--- src/rtl/dvfs_pkg.sv ---
// Shared types for the DVFS sequencer: operating-point level, FSM states and
// error codes.
package dvfs_pkg;

    typedef logic [2:0] level_t;

    localparam level_t DEFAULT_LEVEL = 3'd4;

    typedef enum logic [2:0] {
        IDLE      = 3'd0,
        FREQ_DOWN = 3'd1,
        VOLT_SET  = 3'd2,
        VOLT_WAIT = 3'd3,
        FREQ_UP   = 3'd4,
        COMPLETE  = 3'd5,
        ERROR     = 3'd6
    } state_t;

    typedef enum logic [1:0] {
        ERR_NONE         = 2'd0,
        ERR_VOLT_TIMEOUT = 2'd1,
        ERR_FREQ_TIMEOUT = 2'd2,
        ERR_VOLT_FAULT   = 2'd3
    } err_code_t;

    // States in which the step timer counts towards a timeout.
    function automatic logic is_step_state(state_t s);
        return (s == FREQ_DOWN) || (s == FREQ_UP) || (s == VOLT_WAIT);
    endfunction

endpackage

--- src/rtl/dvfs_step_timer.sv ---
// Per-step cycle counter: cleared on step entry, counts while a step is
// waiting, and flags the cycle in which the count reaches TIMEOUT_CYCLES.
module dvfs_step_timer #(
    parameter logic [23:0] TIMEOUT_CYCLES = 24'd1_000_000
) (
    input  logic clk,
    input  logic rst,
    input  logic start,
    input  logic run,
    output logic expired
);

    logic [23:0] count_q;

    always_ff @(posedge clk) begin
        if (rst) begin
            count_q <= 24'd0;
        end else if (start) begin
            count_q <= 24'd0;
        end else if (run) begin
            count_q <= count_q + 24'd1;
        end
    end

    // count_q holds the cycles already spent in the step, so the current
    // cycle is the TIMEOUT_CYCLES-th one when count_q == TIMEOUT_CYCLES-1.
    assign expired = run && (count_q == (TIMEOUT_CYCLES - 24'd1));

endmodule

--- src/rtl/dvfs_sequencer.sv ---
// DVFS sequencer: orders voltage and frequency steps so that voltage is raised
// before frequency on the way up and lowered after frequency on the way down.
//
// state     | meaning
// ----------+-------------------------------------------------------------
// IDLE      | ready for a new operating-point request
// FREQ_DOWN | clock generator moving down to the target, waiting for ack
// VOLT_SET  | one-cycle launch of the regulator change
// VOLT_WAIT | waiting for the regulator to report the target level
// FREQ_UP   | clock generator moving up to the target, waiting for ack
// COMPLETE  | commit the target as the applied level
// ERROR     | sticky error, left only through clear_error or reset
module dvfs_sequencer
    import dvfs_pkg::*;
#(
    parameter logic [23:0] TIMEOUT_CYCLES = 24'd1_000_000,
    parameter level_t      DEFAULT_LEVEL  = dvfs_pkg::DEFAULT_LEVEL
) (
    input  logic       clk,
    input  logic       rst,
    input  level_t     perf_level_req,
    input  logic       req_valid,
    output logic       req_ready,
    output level_t     voltage_level_req,
    output logic       voltage_enable,
    input  logic       voltage_ready,
    input  level_t     current_voltage_level,
    input  logic       voltage_fault,
    output level_t     freq_level,
    output logic       freq_req,
    input  logic       freq_ack,
    output level_t     applied_level,
    output logic       busy,
    output logic       done,
    output logic       error,
    output logic [1:0] error_code,
    input  logic       clear_error
);

    state_t    state_q, state_d;
    level_t    target_q, target_d;
    logic      up_q, up_d;
    err_code_t err_code_q, err_code_d;

    logic      req_ready_q;
    level_t    volt_level_q;
    logic      volt_en_q;
    level_t    freq_level_q;
    logic      freq_req_q;
    level_t    applied_q;
    logic      busy_q;
    logic      done_q;
    logic      error_q;

    logic      step_start;
    logic      step_run;
    logic      step_expired;

    assign step_start = (state_d != state_q);
    assign step_run   = is_step_state(state_q);

    dvfs_step_timer #(
        .TIMEOUT_CYCLES (TIMEOUT_CYCLES)
    ) u_step_timer (
        .clk     (clk),
        .rst     (rst),
        .start   (step_start),
        .run     (step_run),
        .expired (step_expired)
    );

    always_comb begin
        state_d    = state_q;
        target_d   = target_q;
        up_d       = up_q;
        err_code_d = err_code_q;
        // A regulator fault outranks both timeout and step completion.
        if (voltage_fault && (state_q != IDLE) && (state_q != ERROR)) begin
            state_d    = ERROR;
            err_code_d = ERR_VOLT_FAULT;
        end else begin
            case (state_q)
                IDLE: begin
                    if (req_valid) begin
                        target_d = perf_level_req;
                        up_d     = (perf_level_req > applied_q);
                        if (perf_level_req == applied_q) begin
                            state_d = COMPLETE;
                        end else if (perf_level_req > applied_q) begin
                            state_d = VOLT_SET;
                        end else begin
                            state_d = FREQ_DOWN;
                        end
                    end
                end
                FREQ_DOWN: begin
                    if (step_expired) begin
                        state_d    = ERROR;
                        err_code_d = ERR_FREQ_TIMEOUT;
                    end else if (freq_ack) begin
                        state_d = VOLT_SET;
                    end
                end
                VOLT_SET: begin
                    state_d = VOLT_WAIT;
                end
                VOLT_WAIT: begin
                    // A ready left over from an earlier step is ignored until
                    // the reported level matches the target.
                    if (step_expired) begin
                        state_d    = ERROR;
                        err_code_d = ERR_VOLT_TIMEOUT;
                    end else if (voltage_ready && (current_voltage_level == target_q)) begin
                        state_d = up_q ? FREQ_UP : COMPLETE;
                    end
                end
                FREQ_UP: begin
                    if (step_expired) begin
                        state_d    = ERROR;
                        err_code_d = ERR_FREQ_TIMEOUT;
                    end else if (freq_ack) begin
                        state_d = COMPLETE;
                    end
                end
                COMPLETE: begin
                    state_d = IDLE;
                end
                ERROR: begin
                    if (clear_error) begin
                        state_d    = IDLE;
                        err_code_d = ERR_NONE;
                    end
                end
                default: begin
                    state_d = IDLE;
                end
            endcase
        end
    end

    // Outputs are registered from the next state so they line up with state_q.
    always_ff @(posedge clk) begin
        if (rst) begin
            state_q      <= IDLE;
            target_q     <= DEFAULT_LEVEL;
            up_q         <= 1'b0;
            err_code_q   <= ERR_NONE;
            req_ready_q  <= 1'b1;
            volt_level_q <= DEFAULT_LEVEL;
            volt_en_q    <= 1'b0;
            freq_level_q <= DEFAULT_LEVEL;
            freq_req_q   <= 1'b0;
            applied_q    <= DEFAULT_LEVEL;
            busy_q       <= 1'b0;
            done_q       <= 1'b0;
            error_q      <= 1'b0;
        end else begin
            state_q     <= state_d;
            target_q    <= target_d;
            up_q        <= up_d;
            err_code_q  <= err_code_d;
            req_ready_q <= (state_d == IDLE);
            busy_q      <= (state_d != IDLE) && (state_d != ERROR);
            error_q     <= (state_d == ERROR);
            volt_en_q   <= (state_d == VOLT_SET) || (state_d == VOLT_WAIT);
            freq_req_q  <= (state_d == FREQ_DOWN) || (state_d == FREQ_UP);
            done_q      <= (state_q == COMPLETE) && (state_d == IDLE);
            if (state_d == VOLT_SET) begin
                volt_level_q <= target_d;
            end
            if ((state_d == FREQ_DOWN) || (state_d == FREQ_UP)) begin
                freq_level_q <= target_d;
            end
            if ((state_q == COMPLETE) && (state_d == IDLE)) begin
                applied_q <= target_q;
            end
        end
    end

    assign req_ready         = req_ready_q;
    assign voltage_level_req = volt_level_q;
    assign voltage_enable    = volt_en_q;
    assign freq_level        = freq_level_q;
    assign freq_req          = freq_req_q;
    assign applied_level     = applied_q;
    assign busy              = busy_q;
    assign done              = done_q;
    assign error             = error_q;
    assign error_code        = err_code_q;

endmodule
--- config.mk ---
export PLATFORM = sky130hd
export DESIGN_NAME = dvfs_sequencer
export DESIGN_NICKNAME = d
export VERILOG_FILES = /design/src/rtl/dvfs_pkg.sv /design/src/rtl/dvfs_step_timer.sv /design/src/rtl/dvfs_sequencer.sv
export SDC_FILE = /design/constraint.sdc
export NUM_CORES = 1
export LEC_CHECK = 0
export BUFFER_PORTS_ARGS = -buffer_cell sky130_fd_sc_hd__buf_2
export CORE_MARGIN = 2
export CORE_UTILIZATION = 40
export CTS_CLUSTER_DIAMETER = 200
export DETAILED_ROUTE_END_ITERATION = 6
export PLACE_DENSITY = 0.59
export SETUP_SLACK_MARGIN = 0.2
export SLEW_MARGIN = 15
export SYNTH_ARGS = -nofsm -noshare
export SYNTH_HDL_FRONTEND = slang
export SYNTH_HIERARCHICAL = 1
export SYNTH_SLANG_ARGS = --single-unit
--- constraint.sdc ---
create_clock -name clk -period 4.1 [get_ports clk]
set_input_delay 0.41 -clock clk [delete_from_list [all_inputs] [get_ports clk]]
set_output_delay 0.41 -clock clk [all_outputs]
set_load 0.02 [all_outputs]
======== Yosys cells after proc, flatten, opt, wreduce, memory -nomap -nowiden ========
Cells that the tools add are included.
W data, S select, Z words.
operators by class
  bitwise gates (word level) .............. 1
  add/sub/neg operators ................... 1
  equality and inequality tests ........... 20
  reduce and logical (&&, ||, !) cells .... 19
  $lt $le $gt $ge ......................... 1
  mux-type cells .......................... 21
operator list
  kind                     number
  $mux W3                  13
  $add A24 B1 Y24 const B  1
  $eq A24 B20 Y1 const B   1
  $pmux W3 S6              1
  $eq A3 B3 Y1 const B     5
  $eq A3 B2 Y1 const B     4
  $mux W2                  5
  $ne A3 B3 Y1 const B     3
  $eq A3 B1 Y1 const B     2
  $eq A3 B3 Y1             2
  $logic_and A1 B1 Y1      6
  $logic_not A3 Y1         2
  $pmux W2 S3              1
  $reduce_bool A3 Y1       2
  $logic_or A1 B1 Y1       4
  $reduce_and A4 Y1        1
  $reduce_bool A4 Y1       1
  $reduce_or A2 Y1         2
  $gt A3 B3 Y1             1
  $ne A3 B1 Y1 const B     1
  $ne A3 B2 Y1 const B     1
  $ne A3 B3 Y1             1
  $reduce_and A3 Y1        1
  $mux W1                  1
  $not A1 Y1               1
storage, ports and cells
  flip-flop bits (word level) ............. 48

======== Logic depth before layout (Yosys ltp) ========
Gate-level depths: netlist of run 1.
  depth in word-level cells ............... 9
  mapped depth ............................ 17

======== By module ========
The synthesis of run 1 kept the hierarchy.
by module, submodules not included
  module           cells an instance  area an instance (um^2)  times used
  dvfs_sequencer   164                1463.9                   1
  dvfs_step_timer  137                1164.9                   1

======== Least setup slack after synthesis of run 1 ========
Ideal clock, no wire load.
  path kind ............................... register to register
  from .................................... register state_q[1]
  to ...................................... register u_step_timer.count_q[18]
  period minus slack after synthesis ...... 3.774 ns
  setup slack ............................. 0.326 ns
  required time ........................... 4.041 ns
  path buffers ............................ 5
  stages on the path, launching flop included .. 18
  arrival time ............................ 3.715 ns
  setup time .............................. 0.059 ns
  cells stage by stage .................... dfxtp_1 > buf_4 > buf_2 > o21ai_0 > buf_2 > and4_2 > nand3_1 > nor3_1 > nand3b_1 > a21o_1 > o211a_1 > buf_6 > xor2_1 > o2111ai_1 > or2_2 > clkbuf_1 > or4_1 > nand2_1
between the ends
  word-level cells in the longest chain between the ends .. 9
  elaborated cells between the ends (all ways) .. 25
  those cells by class .................... 7 x eq/ne; 10 x mux; 8 x reduce/logical
RTL lines
  what                                                 RTL line                                                            source
  start: declaration                                   dvfs_sequencer.sv:40                                                state_t state_q, state_d;
  start signal: assignment                             dvfs_sequencer.sv:158                                               state_q <= state_d;
  $eq A3 B1 Y1 / $eq A3 B3 Y1 (equally long branches)  dvfs_pkg.sv:28                                                      return (s == FREQ_DOWN) || (s == FREQ_UP) || (s == VOLT_WAIT);
  $logic_or A1 B1 Y1                                   dvfs_pkg.sv:28
  $logic_or A1 B1 Y1 *                                 dvfs_pkg.sv:28
  named net step_run                                   dvfs_sequencer.sv:56                                                logic step_run;
  $logic_and A1 B1 Y1 *                                dvfs_step_timer.sv:27                                               assign expired = run && (count_q == (TIMEOUT_CYCLES - 24'd1));
  named net step_expired                               dvfs_sequencer.sv:57                                                logic step_expired;
  $mux W3 (on tied branches)                           dvfs_sequencer.sv:118, dvfs_sequencer.sv:97, dvfs_sequencer.sv:110
  $pmux W3 S6 *                                        dvfs_sequencer.sv:82                                                case (state_q)
  $mux W3 *                                            dvfs_sequencer.sv:78                                                if (voltage_fault && (state_q != IDLE) && (state_q != ERROR)) begin
  $ne A3 B3 Y1 *                                       dvfs_sequencer.sv:59                                                assign step_start = (state_d != state_q);
  named net step_start                                 dvfs_sequencer.sv:55                                                logic step_start;
  $reduce_or A2 Y1 (no source line) *                  n/a
  end signal: assignment                               dvfs_step_timer.sv:21                                               count_q <= count_q + 24'd1;
  end: declaration                                     dvfs_step_timer.sv:13                                               logic [23:0] count_q;
Mark *: on every way through the listed nets, which the timed path passes. The rest lies on a longest branch.
A chain may end at the register's enable or synchronous reset.

======== Worst setup path after layout of run 1 ========
  from .................................... register state_q[2]
  to ...................................... register u_step_timer.count_q[18]
Same word-level chain as after synthesis.

==> results of run 1 <==
metrics by stage:
step / instance area, um^2 / setup slack [ns] / instances
2_1_floorplan: 2630 / 0.326 / 301
3_3_place_gp: 2820 / 0.517 / 396
3_5_place_dp: 2820 / 0.405 / 396
4_1_cts: 2920 / 0.385 / 404
5_1_grt: 2920 / 0.297 / 404
6_report: 2920 / 0.603 / 404
per-layer routing:
layer / global-route usage / part of all wire
met3: 0.0409 / 0.031
met2: 0.226 / 0.41
met5: 0 / 0
met4: 0.0433 / 0.011
met1: 0.262 / 0.55
sequential cells by signal, summed over array words and instances (netlist names):
| signal | count |
|---|---|
| u_step_timer/count_q | 24 |
| freq_req | 1 |
| up_q | 1 |
| done | 1 |
| voltage_level_req | 3 |
| target_q | 3 |
| req_ready | 1 |
| state_q | 3 |
| error_code | 2 |
| freq_level | 3 |
| busy | 1 |
| voltage_enable | 1 |
| applied_level | 3 |
| error | 1 |
final cells by class:
cell class                 count  area, um^2
clock inverter                 2        13.8
sequential                    48         962
clock buffer                   6        82.6
tap                           77        96.3
timing repair buffer          35         190
inverter                       8        30.0
multi-input combinational    228        1540
fill                         632        3430
layout by cell type, fill, tap and decap left out, types with 3 or more instances in the layout:
cell / instances
and2_1: 4
buf_2: 29
ha_1: 4
mux2i_1: 6
buf_4: 6
nand3b_1: 5
xor2_1: 9
nor4_1: 5
o211ai_1: 6
nor2b_1: 5
or4_1: 7
dfxtp_1: 47
clkbuf_8: 6
xnor2_1: 8
nand3_1: 10
o21ai_0: 9
and3_1: 4
nor2_1: 29
o22ai_1: 6
or2_0: 3
a21oi_1: 15
or3_1: 5
nand4_1: 8
and4_1: 4
nand2_1: 22
nor3_1: 8
inv_1: 8
a211oi_1: 3
power by group through the flow:
| stage | sequential [mW] | clock (mW) | combinational, mW |
|---|---|---|---|
| floorplan | 0.655 | 0 | 0.696 |
| global placement | 0.611 | 0 | 0.899 |
| detailed placement | 0.613 | 0 | 0.897 |
| CTS | 0.602 | 0.315 | 0.905 |
| global route | 0.612 | 0.338 | 1.00 |
| finish | 0.601 | 0.305 | 0.900 |
how the worst max path moves through the flow:
stage	from	endpoint	slack [ns]	cells after the start
final	state_q[2]	u_step_timer/count_q[18]	0.60	15
after global routing	state_q[2]	u_step_timer/count_q[20]	0.30	15
after CTS	state_q[2]	u_step_timer/count_q[16]	0.39	15
after detailed placement	state_q[2]	u_step_timer/count_q[16]	0.40	15
after global placement	state_q[2]	u_step_timer/count_q[20]	0.52	15
after floorplan	state_q[1]	u_step_timer/count_q[18]	0.33	17
Yosys cell counts, types with 3 or more instances:
cell and number:
nand2_1 22, a211oi_1 3, and4_1 4, buf_4 3, or4_1 7, nor2b_1 5, nand3_1 10, a21oi_1 15
or3_1 5, and3_1 4, inv_1 8, xnor2_1 8, xor2_1 9, nand4_1 8, o21ai_0 9, dfxtp_1 48
buf_2 5, or2_0 3, nand3b_1 5, ha_1 4, nor4_1 5, clkbuf_1 7, and2_1 4, o22ai_1 6
nor3_1 8, mux2i_1 6, nor2_1 29, o211ai_1 6
timing repair:
item,4_1_cts,5_1_grt
hold buffers,0,0
gates resized for setup,0,1
endpoints found under the setup margin,0,4
worst max-delay path, stage by stage, from the launching register on:
cell and delay, ns:
dfxtp_2 0.53, nand2b_4 0.08, o21ai_0 0.21, and4_2 0.31, nand3_1 0.13, nor3_1 0.21, buf_4 0.19, nand2_1 0.08
nand3b_1 0.09, a31oi_1 0.08, nor2_1 0.27, or3_1 0.15, o2111ai_1 0.12, or2_2 0.41, or4_1 0.51, nand2_1 0.08
cell families (layout without fill, tap and decap cells):
family                     Yosys count  after routing  synth area share
and+or+nand+nor                    137            137             0.307
adders and majority gates            4              4            0.0190
DFF                                 48             48             0.366
xor gates and xnor gates            17             17            0.0566
AOI/OAI and AO/OA                   61             61             0.167
muxes                                9              9            0.0371
buffers and inverters               25             51            0.0481
==> impl_metrics.json, run 1 <==
{
  "yosysTopAreaCell": "dfxtp_1",
  "leakagePower_nw": 1.11,
  "cts_tree": "built",
  "slew_headroom": 0.643,
  "pwr-share-comb": 0.498,
  "grt_pass1_vias": 2035,
  "yosys_register_bits": 48,
  "grt-ovfl-total": 0,
  "nets": 343,
  "vias": 2221,
  "die_area_mm2": 0.00724,
  "hold_ws_ns": 0.373,
  "finalWirelength_um": 5680,
  "cts_root_buffer": "clkbuf_8",
  "cts_buffer_depth": 2,
  "r2r_end": "u_step_timer/count_q[18]",
  "tightest_slew_ns": 0.531,
  "pin_count": 30,
  "hp-start": "perf_level_req[2]",
  "port_buffers": 29,
  "power.internal_mw": 1.05,
  "max_freq_ghz": 0.286,
  "initial_core_util": 0.414,
  "seq_area_frac_synth": 0.366,
  "crit_path_start_kind": "register",
  "mappedNetlistNets": 318,
  "clkPwrFrac": 0.169,
  "power_density_mw_per_mm2": 619,
  "hold_path_end": "target_q[2]",
  "cts_max_level": 2,
  "regToRegSetupSlack_ns": 0.60,
  "cts_buffers": 5,
  "hold_viol": 0,
  "die_width_um": 85.1,
  "status": "complete, no violations",
  "die_height_um": 85.1,
  "post_cts_buffers": 0,
  "drtIter0Drc": 141,
  "synthFlopType": "dfxtp_1",
  "final_util": 0.459,
  "synth_edf_count": 0,
  "switching_share": 0.419,
  "place_congestion": 0.809,
  "num_rows": 29,
  "worst-setup-path-type": "reg -> reg",
  "syn_avg_cell_area_um2": 8.73,
  "core_area_mm2": 0.00635,
  "postSynthCellCount": 301,
  "async_flop_share": 0,
  "antenna_found_initial": 0,
  "drtPass1Iterations": 4,
  "cts.sinks": 48,
  "ff2ff_path_depth": 15,
  "r2r-start": "state_q[2]",
  "required_ns": 4.35,
  "arrival_ns": 3.75,
  "endpoint_kind": "register",
  "syn-cell-area_mm2": 0.00263,
  "power_mw": 1.81,
  "grt_setup_unrepaired": "false",
  "grt_pass1_wl_um": 9920,
  "ant_nets": 0,
  "clk_pin_slew_worst_paths_ns": 0.10,
  "place_hpwl_um": 4070,
  "drc_errors": 0,
  "grt.total_usage": 0.167,
  "routed_wire_length_per_instance_um": 14.1,
  "fin_crit_ns": 3.50,
  "synthTopCellsByArea": "dfxtp_1, nor2_1, nand2_1",
  "antenna_cells": 0,
  "cp_max_fo": 15,
  "power_switching_mw": 0.756,
  "grt_max_degree": 26,
  "vias_per_cell": 5.50,
  "clock_latency_ns": 0.31,
  "totalNegativeSetupSlack_ns": 0,
  "setup_viol": 0,
  "yosysWarnings": 6,
  "slew_viol_final": 0,
  "worst_hold_path_type": "in -> reg",
  "drive_gt1_frac": 0.187,
  "min_period_over_period": 0.853,
  "synth_top_area_share": 0.366,
  "vdd_drop_max_mv": 0.330,
  "cap_violations": 0,
  "syn_to_final_growth_pct": 10.9,
  "p_seq_frac": 0.333,
  "ys_types": 64,
  "skew_ns": 0.0111,
  "min_path_cells": 3
}
Note: power is estimated with default switching activity, not from simulation.
==> run 2: changes to the inputs <==
clock period = 3.5 ns   (was 4.1 ns; I/O delays follow)
==> impl_metrics.json, run 2 (synthesized netlist as in run 1, its figures left out) <==
{
  "status": "complete, no violations",
  "crit_chain": "or4_1 -> or3_1 -> nor3_4 -> buf_4 -> a41oi_1 -> o211a_1 -> xor2_1 -> o2111ai_2 -> or2_4 -> or4_1 -> nand2_1",
  "hold_ws_ns": 0.319,
  "syn_to_final_growth_pct": 14.2,
  "num_rows": 29,
  "finalWirelength_um": 5850,
  "r2r_end": "u_step_timer/count_q[20]",
  "antenna_cells": 0,
  "cts_root_buffer": "clkbuf_8",
  "cts.sinks": 48,
  "cts_buffer_depth": 2,
  "grt_setup_unrepaired": "false",
  "max_freq_ghz": 0.320,
  "power_density_mw_per_mm2": 750,
  "cp_max_fo": 9,
  "clkPwrFrac": 0.188,
  "grt_pass1_vias": 2056,
  "fin_crit_ns": 3.13,
  "skew_ns": 0.00631,
  "clock_latency_ns": 0.30,
  "final_common_cell": "dfxtp_1",
  "clk_pin_slew_worst_paths_ns": 0.09,
  "die_area_mm2": 0.00724,
  "critPathMaxStageDelay_ns": 0.51,
  "totalNegativeSetupSlack_ns": 0,
  "routed_wire_length_per_instance_um": 14.3,
  "drc_errors": 0,
  "required_ns": 3.75,
  "power_switching_mw": 0.915,
  "cts.repair.resized": 0,
  "regToRegSetupSlack_ns": 0.37,
  "drtIter0Drc": 86,
  "cts_buffers": 5,
  "tightest_slew_ns": 0.512,
  "slew_headroom": 0.656,
  "initial_core_util": 0.414,
  "hold_viol": 0,
  "power.internal_mw": 1.34,
  "leakagePower_nw": 1.16,
  "nets": 347,
  "cts_max_level": 2,
  "vdd_drop_max_mv": 0.464,
  "largest_reg_flops": 24,
  "min_path_cells": 3,
  "arrival_ns": 3.38,
  "die_height_um": 85.1,
  "drtPass1Iterations": 4,
  "worst-setup-path-type": "reg -> reg",
  "worst_hold_path_type": "in -> reg",
  "pwr-share-comb": 0.507,
  "cp_common_cell": "or4_1",
  "port_buffers": 29,
  "min_period_over_period": 0.894,
  "place_hpwl_um": 4240,
  "grt_pass1_wl_um": 9720,
  "pin_count": 30,
  "regMostFlops": "u_step_timer/count_q",
  "place_congestion": 0.798,
  "drive_gt1_frac": 0.205,
  "switching_share": 0.406,
  "layout_common_cells": "dfxtp_1, nor2_1, buf_2",
  "post_cts_buffers": 0,
  "ant_nets": 0,
  "final_cells": 408,
  "dp_cells": 400,
  "antenna_found_initial": 0,
  "vias_per_cell": 5.54,
  "grt.total_usage": 0.167,
  "critPathSlowestCell": "or4_1",
  "r2r-start": "u_step_timer/count_q[20]",
  "die_width_um": 85.1,
  "setup_viol": 0,
  "cap_violations": 0,
  "ff2ff_path_depth": 11,
  "vias": 2262,
  "ctsHoldBuffers": 0,
  "cp-startpoint": "u_step_timer/count_q[20]",
  "core_area_mm2": 0.00635,
  "slew_viol_final": 0,
  "grt_max_degree": 26,
  "grt-ovfl-total": 0,
  "crit_path_start_kind": "register",
  "worstSetupEndpoint": "u_step_timer/count_q[20]",
  "endpoint_kind": "register",
  "p_seq_frac": 0.305,
  "cts_tree": "built"
}
[run 2: cell types whose count changed in the layout (fill, tap and decap cells not counted), sizes merged]
cell,change
bufinv,+1
inv,-1
buf,+4
[run 2: through the flow]
stage | power, mW | setup slack, ns | utilization | instance area [um^2]
detailed placement | 1.82 | 0.307 | 0.451 | 2870
floorplan | 1.60 | 0.211 | - | 2660
global placement | 1.81 | 0.365 | 0.451 | 2870
finish | 2.25 | 0.370 | 0.473 | 3000
CTS | 2.26 | 0.269 | 0.471 | 2990
global route | 2.42 | 0.224 | 0.473 | 3000
[run 2: cell type report]
| class | count | area (um^2) |
|---|---|---|
| fill | 616 | 3350 |
| multi-input combinational | 228 | 1570 |
| sequential | 48 | 961 |
| timing repair buffer | 39 | 220 |
| tap | 77 | 96.3 |
| clock buffer | 6 | 82.6 |
| clock inverter | 2 | 38.8 |
| inverter | 8 | 30.0 |
[run 2: routing by layer]
| layer | vias to the layer above | global-route usage | share of wire |
|---|---|---|---|
| met1 | 1066 | 0.225 | 0.51 |
| li1 | 1164 | - | - |
| met5 | - | 0 | 0 |
| met3 | 6 | 0.0302 | 0.028 |
| met2 | 26 | 0.266 | 0.44 |
| met4 | 0 | 0.0606 | 0.015 |
[run 2: worst min-delay path by stage]
stage | startpoint | endpoint | slack (ns)
floorplan | up_q | up_q | 0.44
detailed placement | up_q | up_q | 0.45
global route | perf_level_req[2] | target_q[2] | 0.34
CTS | perf_level_req[2] | target_q[2] | 0.32
global placement | up_q | up_q | 0.45
finish | perf_level_req[2] | target_q[2] | 0.32
[run 2: worst max-delay path, delay by kind of cell (launching register included)]
family | cells | cell delay (ns)
flops | 1 | 0.35
simple gates | 6 | 1.93
xor+xnor | 1 | 0.17
compound gates | 3 | 0.45
buf+inv | 1 | 0.18
[run 2: power groups by stage]
| stage | clock network, mW | logic (mW) | registers, mW |
|---|---|---|---|
| global placement | 0 | 1.11 | 0.696 |
| CTS | 0.440 | 1.13 | 0.687 |
| finish | 0.424 | 1.14 | 0.687 |
| global route | 0.460 | 1.26 | 0.698 |
| detailed placement | 0 | 1.12 | 0.698 |
| floorplan | 0 | 0.829 | 0.768 |
